$ cat src/rtl/fetch_stage.sv
// -----------------------------------------------------------------------------
// fetch_stage
//   Instruction-fetch stage and IF/ID pipeline register of the vector ASIP.
//   It drives a word address into a synchronous instruction ROM, which returns
//   data one cycle later. It captures each returned word together with its PC,
//   and slices out the op/inst fields that ControlUnit uses in decode.
//   The stage also handles decode stalls, downstream-resolved jumps and HALT.
//
//   Optional feature macro: FETCH_PERF_CNT_EN
//     When this macro is defined, the block adds saturating perf_fetched and
//     perf_bubbles counters.
//
// Parameters:
//   IW        instruction width in bits
//   AW        instruction address width (word addressed)
//   RESET_PC  first fetch address after reset
//
// Ports:
//   clk          system clock
//   rst          asynchronous active-high reset
//   imem_addr    ROM read address (data returns next cycle)
//   imem_rdata   ROM data for the previous cycle's imem_addr
//   stall        decode hazard hold; freezes PC and IF/ID
//   jmp_taken    resolved jump; redirects fetch (highest priority)
//   jmp_target   jump destination
//   ifid_valid   IF/ID holds a real instruction
//   ifid_instr   registered instruction word
//   ifid_pc      address of ifid_instr
//   op           ifid_instr[IW-1:IW-2], or 2'b00 for a bubble
//   inst         ifid_instr[IW-3:IW-4], or 2'b10 (NOP) for a bubble
//   perf_fetched valid instructions entered into IF/ID (FETCH_PERF_CNT_EN)
//   perf_bubbles bubble edges into IF/ID (FETCH_PERF_CNT_EN)
//   halted       fetch stopped on HALT
// -----------------------------------------------------------------------------
module fetch_stage #(
    parameter int IW       = 32,
    parameter int AW       = 10,
    parameter int RESET_PC = 0
) (
    input  logic          clk,
    input  logic          rst,
    output logic [AW-1:0] imem_addr,
    input  logic [IW-1:0] imem_rdata,
    input  logic          stall,
    input  logic          jmp_taken,
    input  logic [AW-1:0] jmp_target,
    output logic          ifid_valid,
    output logic [IW-1:0] ifid_instr,
    output logic [AW-1:0] ifid_pc,
    output logic [1:0]    op,
    output logic [1:0]    inst,
`ifdef FETCH_PERF_CNT_EN
    output logic [31:0]   perf_fetched,
    output logic [31:0]   perf_bubbles,
`endif
    output logic          halted
);

    typedef enum logic [1:0] {
        S_RUN   = 2'd0,
        S_STALL = 2'd1,
        S_HALT  = 2'd2
    } state_t;

    localparam logic [AW-1:0] RESET_ADDR = AW'(RESET_PC);

    state_t        state;
    logic [AW-1:0] pc;       // next address to request
    logic [AW-1:0] req_pc;   // address of the ROM read in flight
    logic          req_valid;

    // The word returning from the ROM is a HALT (op=00, inst=11).
    logic is_halt_word;
    assign is_halt_word = (imem_rdata[IW-1:IW-2] == 2'b00) &&
                          (imem_rdata[IW-3:IW-4] == 2'b11);

    // A normal advance happens on any edge that is not a jump, not halted
    // and not stalled. This includes the edge on which a stall is released.
    logic advance;
    assign advance = !jmp_taken && (state != S_HALT) && !stall;

    // While stalled, re-read the outstanding address so that the word in
    // flight is still on imem_rdata when the stall releases.
    always_comb begin
        imem_addr = pc;
        if (state != S_HALT && stall && !jmp_taken)
            imem_addr = req_pc;
    end

    always_ff @(posedge clk or posedge rst) begin
        if (rst) begin
            state      <= S_RUN;
            pc         <= RESET_ADDR;
            req_pc     <= RESET_ADDR;
            req_valid  <= 1'b0;
            ifid_valid <= 1'b0;
            ifid_instr <= '0;
            ifid_pc    <= '0;
            halted     <= 1'b0;
        end else if (jmp_taken) begin
            // Flush: the target enters the ROM next cycle and reaches
            // IF/ID one cycle later, giving two bubbles.
            state      <= S_RUN;
            pc         <= jmp_target;
            req_valid  <= 1'b0;
            ifid_valid <= 1'b0;
            halted     <= 1'b0;
        end else if (state == S_HALT) begin
            req_valid <= 1'b0;
        end else if (stall) begin
            state <= S_STALL;
        end else begin
            pc         <= pc + AW'(1);
            req_pc     <= pc;
            req_valid  <= 1'b1;
            ifid_valid <= req_valid;
            ifid_instr <= imem_rdata;
            ifid_pc    <= req_pc;
            if (req_valid && is_halt_word) begin
                state  <= S_HALT;
                halted <= 1'b1;
            end else begin
                state  <= S_RUN;
            end
        end
    end

    // Present a NOP-like encoding to decode whenever IF/ID is a bubble.
    assign op   = ifid_valid ? ifid_instr[IW-1:IW-2] : 2'b00;
    assign inst = ifid_valid ? ifid_instr[IW-3:IW-4] : 2'b10;

`ifdef FETCH_PERF_CNT_EN
    logic fetch_evt;
    logic bubble_evt;
    assign fetch_evt  = advance && req_valid;
    assign bubble_evt = jmp_taken || (advance && !req_valid);

    always_ff @(posedge clk or posedge rst) begin
        if (rst) begin
            perf_fetched <= '0;
            perf_bubbles <= '0;
        end else begin
            if (fetch_evt && perf_fetched != 32'hFFFF_FFFF)
                perf_fetched <= perf_fetched + 32'd1;
            if (bubble_evt && perf_bubbles != 32'hFFFF_FFFF)
                perf_bubbles <= perf_bubbles + 32'd1;
        end
    end
`else
    logic unused_advance;
    assign unused_advance = advance;
`endif

endmodule

$ cat config.mk
export PLATFORM = sky130hd
export DESIGN_NAME = fetch_stage
export DESIGN_NICKNAME = d
export VERILOG_FILES = /design/src/rtl/fetch_stage.sv
export SDC_FILE = /design/constraint.sdc
export NUM_CORES = 1
export LEC_CHECK = 0
export BUFFER_PORTS_ARGS = -buffer_cell sky130_fd_sc_hd__buf_2
export CELL_PAD_IN_SITES_DETAIL_PLACEMENT = 1
export CELL_PAD_IN_SITES_GLOBAL_PLACEMENT = 1
export CORE_AREA = 2 2 110 112
export CTS_CLUSTER_SIZE = 40
export DETAILED_ROUTE_END_ITERATION = 10
export DIE_AREA = 0 0 112 114
export PLACE_DENSITY_LB_ADDON = 0.1
export SYNTH_ARGS = -nofsm -noshare
export SYNTH_HDL_FRONTEND = slang
export SYNTH_SLANG_ARGS = --single-unit
$ cat constraint.sdc
create_clock -name clk -period 3.11 [get_ports clk]
set_input_delay 0.1555 -clock clk [delete_from_list [all_inputs] [get_ports clk]]
set_output_delay 0.1555 -clock clk [all_outputs]
set_load 0.05 [all_outputs]
Word-level counts from Yosys, hierarchy flattened
Index checks and enable logic that the tools add are counted.
{"block": "op_classes", "addsub": 1, "n_bitwise": 3, "n_reduce_logical": 10, "mux": 20, "n_eq_ne": 6}
{"cell": "$mux 10", "n": 4}
{"cell": "$mux 2", "n": 6}
{"cell": "$add 10x1->10 const B", "n": 1}
{"cell": "$mux 1", "n": 10}
{"cell": "$reduce_and 3->1", "n": 2}
{"cell": "$eq 2x2->1 const B", "n": 2}
{"cell": "$logic_and 1x1->1", "n": 4}
{"cell": "$ne 2x2->1 const B", "n": 2}
{"cell": "$ne 3x1->1 const B", "n": 1}
{"cell": "$not 1->1", "n": 3}
{"cell": "$logic_not 2->1", "n": 1}
{"cell": "$ne 2x1->1 const B", "n": 1}
{"cell": "$reduce_and 2->1", "n": 1}
{"cell": "$reduce_bool 2->1", "n": 1}
{"cell": "$logic_not 1->1", "n": 1}
{"block": "word_totals", "inputBits": 46, "register_bits": 67, "word_cells": 48, "output_inout_bits": 58}

Depth between registers and ports, before layout
{"block": "logic_depth", "ltp_word": 7, "mapped_depth": 6, "mapped_depth_nobuf": 5}

Least setup slack after synthesis
Ideal clock, no wire load.
{"block": "synth_path", "path_type": "flip-flop to output port", "startpoint": "register state[0]", "endpoint": "output port imem_addr[0]", "slack_ps": 1405, "required_time_ps": 2954, "path_stages_with_launch": 7, "path_buffers": 2, "t_arrival_ps": 1550, "path_cell_list": "dfrtp_1 > nor2b_1 > buf_2 > nor2_1 > nand2_1 > buf_2 > mux2_2"}
{"block": "synth_between", "elab_chain_len": 4}
{"element": "start, declared", "line_no": "67", "text": "state_t state;"}
{"element": "start signal, assigned", "line_no": "92", "text": "state <= S_RUN;"}
{"element": "start signal, assigned", "line_no": "103", "text": "state <= S_RUN;"}
{"element": "start signal, assigned", "line_no": "111", "text": "state <= S_STALL;"}
{"element": "$ne 2x2->1", "line_no": "86", "text": "if (state != S_HALT && stall && !jmp_taken)"}
{"element": "$logic_and 1x1->1 (2 in series)", "line_no": "86"}
{"element": "$mux 10", "line_no": "86"}
{"element": "end, declared", "line_no": "42", "text": "output logic [AW-1:0] imem_addr,"}
No other way between the ends.

Worst setup path in the final report
{"block": "layout_path", "startpoint": "register state[0]", "endpoint": "output port imem_addr[4]"}
The elaborated chain is that of the path after synthesis.

==> out/metrics.cfg <==
[worst_setup_path]
path_class = reg -> out
start_kind = register
timing.rr.end = ifid_pc[6]
critical_path.max_fanout = 12
r2r_cells = 5
r2r-start = state[1]
cpPeakStageDelay_ns = 0.42
critPathArrivalTime_ns = 2.07
critPathBufInv = 2
r2r_slack_ns = 1.14
cp_top_family = simple AND/OR/NAND/NOR gates
critPathSlowestCell = nand2_1
cp_cell_sequence = nor2b_1 -> buf_4 -> nor2_1 -> nand2_1 -> mux2_2 -> buf_2
crit_required_ns = 2.95
crit_path_end_kind = output port

[synth]
synth_common_cells = dfrtp_1 (67), mux2_2 (62), nand2_1 (14), o21ai_0 (9), buf_2 (8)
syn_nets = 260
syn_inst = 213
ys_types = 27
synth_top_flop_cell = dfrtp_1
synth_area_leaders = dfrtp_1 (59%), mux2_2 (24%), xnor2_1 (2.1%), nand2_1 (1.8%), o21ai_0 (1.6%)
ys_seq_elements = 67
yosysMostFrequentCell = dfrtp_1
synth.avg_cell_area_um2 = 13.4
syn_area_mm2 = 0.00285
ys_warn_count = 0
async_flop_share_pct = 100
synth_area_leader_cell = dfrtp_1
synth_edf_count = 0
seq_area_frac_synth_pct = 58.8
synth_top_area_share_pct = 58.8

[clock_network]
clockRootBuffer = clkbuf_16
htreeDepth = 3
cts_hold_buffers = 0
post_cts_resized = 0
cts_tree = yes
clk_latency_ns = 0.32
cts_buffers = 9
post_cts_buffers = 0
clk_pin_slew_ns = 0.05
cts_buffer_depth = 2
cts_sinks = 67

[timing]
worst_slew_pin_slew_ns = 0.849
tns_ns = 0
setup_slack_ns = 0.882
clock-skew-final_ns = 0.00362
rsz0062_at_grt = no
hold_viol = 0
slew_viol_final = 0
relSlewSlack_pct = 43.3
post-route-period-util_pct = 71.6
setup_violations = 0
fmax_mhz = 449
post-route-min-period_ns = 2.23

[layout]
antennaDiodeCount = 0
final_nets = 367
syn_to_final_growth_pct = 34.5
drive_above_1_share_pct = 57.6
fin_util_pct = 32.8

[flow_run]
drv_cap = 0

[placed_design]
dp_hpwl_um = 4810
preCtsSetupSlack_ns = 1.09
port_buffers = 103
gp_congestion = 0.664

[outcome]
outcome = complete, no violations

[drt]
wl_per_cell_um = 14.3
ant_nets = 0
post-route-drc-count = 0
vias_per_cell = 4.31
drtPass1Iterations = 3
drtIter0Drc = 29
wirelength_um = 6700
vias = 2024

[pwr]
clock_power_share_pct = 32.6
pwr-share-comb_pct = 29.5
finalPower_uw = 2950
switching_share_pct = 35.8
p_int_uw = 1890
irDropWorstVdd_uv = 254
powerDensity_mw_per_mm2 = 768
p_leak_uw = 0.00177
sequentialPowerShare_pct = 37.8
p_sw_uw = 1060

[global_route]
grt_first_pass_wirelength_um = 11300
grt_start_max_net_pins = 43
first_global_vias = 2134
overflow = 0
grtUsageTotal_pct = 11.3
antenna_found_initial = 0

[floorplan]
fp.dieArea_mm2 = 0.0128
core_mm2 = 0.0117
die_w_um = 112
initial_core_util_pct = 24.4
io_pins = 104
num_rows = 40
die_h_um = 114

[hold_path]
holdCritPathClass = in -> async

cell type report:
| class | count | area (um^2) |
|---|---|---|
| Fill cell | 1309 | 7870 |
| Sequential cell | 67 | 1680 |
| Multi-Input combinational cell | 130 | 1110 |
| Timing Repair Buffer | 107 | 558 |
| Clock buffer | 13 | 280 |
| Tap cell | 147 | 184 |
| Inverter | 5 | 18.8 |
| Clock inverter | 1 | 7.51 |
how the worst max path moves through the flow:
stage / from / to / slack [ns] / cells past startpoint
global placement: state[1] / ifid_instr[25] / 1.11 / 5
finish: state[0] / imem_addr[4] / 0.88 / 6
global route: state[0] / imem_addr[4] / 0.70 / 6
detailed placement: state[1] / ifid_instr[4] / 1.09 / 5
CTS: state[0] / imem_addr[8] / 0.83 / 6
floorplan: rst / halted / 1.27 / 1
layer usage:
layer | GRT usage, % | up-vias | part of all wire, %
li1 | - | 960 | -
met2 | 18.1 | 61 | 48
met1 | 14.8 | 999 | 46
met3 | 3.13 | 4 | 5.5
met4 | 3.90 | 0 | 1.0
met5 | 0 | - | 0
cell families after synthesis:
family / share of synthesized area (%)
buffers and inverters: 2.46
AND/OR/NAND/NOR: 8.07
AO/OA/AOI/OAI: 3.29
adder cells (fa/ha/maj): 0.439
multiplexers: 24.8
XOR/XNOR: 2.15
flip-flops: 58.8
state kept, by name, summed over array words and instances, names as in the netlist:
signal and count:
ifid_pc 10, ifid_instr 32, req_pc 10, state 2, halted 1, req_valid 1, pc 10, ifid_valid 1
power by group through the flow:
stage               Sequential (uW)  Combinational (uW)  Clock (uW)
global route                   1140                 922        1040
floorplan                      1480                 305           0
global placement               1130                 879           0
CTS                            1120                 886        1010
finish                         1120                 871         962
detailed placement             1130                 885           0
worst register-to-register path, stage by stage (launching register included):
cell and delay (ns):
dfrtp_1 0.36, nor2b_1 0.12, buf_4 0.17, nor3_4 0.49, buf_12 0.33, mux2_2 0.39
cell usage in the layout (no fill, tap or decap), types with 4 or more instances in the layout:
cell type  instances
buf_2            103
dfrtp_1           67
mux2_2            62
nand2_1           14
o21ai_0            9
clkbuf_16          9
xnor2_1            7
nor2_1             4
nand2b_1           4
inv_1              4
clkbuf_8           4
per-stage QoR:
step | area, um^2 | hold WS, ns | instances
3_3_place_gp | 3550 | 0.366 | 456
3_5_place_dp | 3550 | 0.376 | 456
6_report | 3840 | 0.0147 | 470
2_1_floorplan | 2850 | 0.276 | 213
5_1_grt | 3840 | 0.0392 | 470
4_1_cts | 3840 | 0.0389 | 470
No activity file was read; power rests on OpenSTA's default activity.
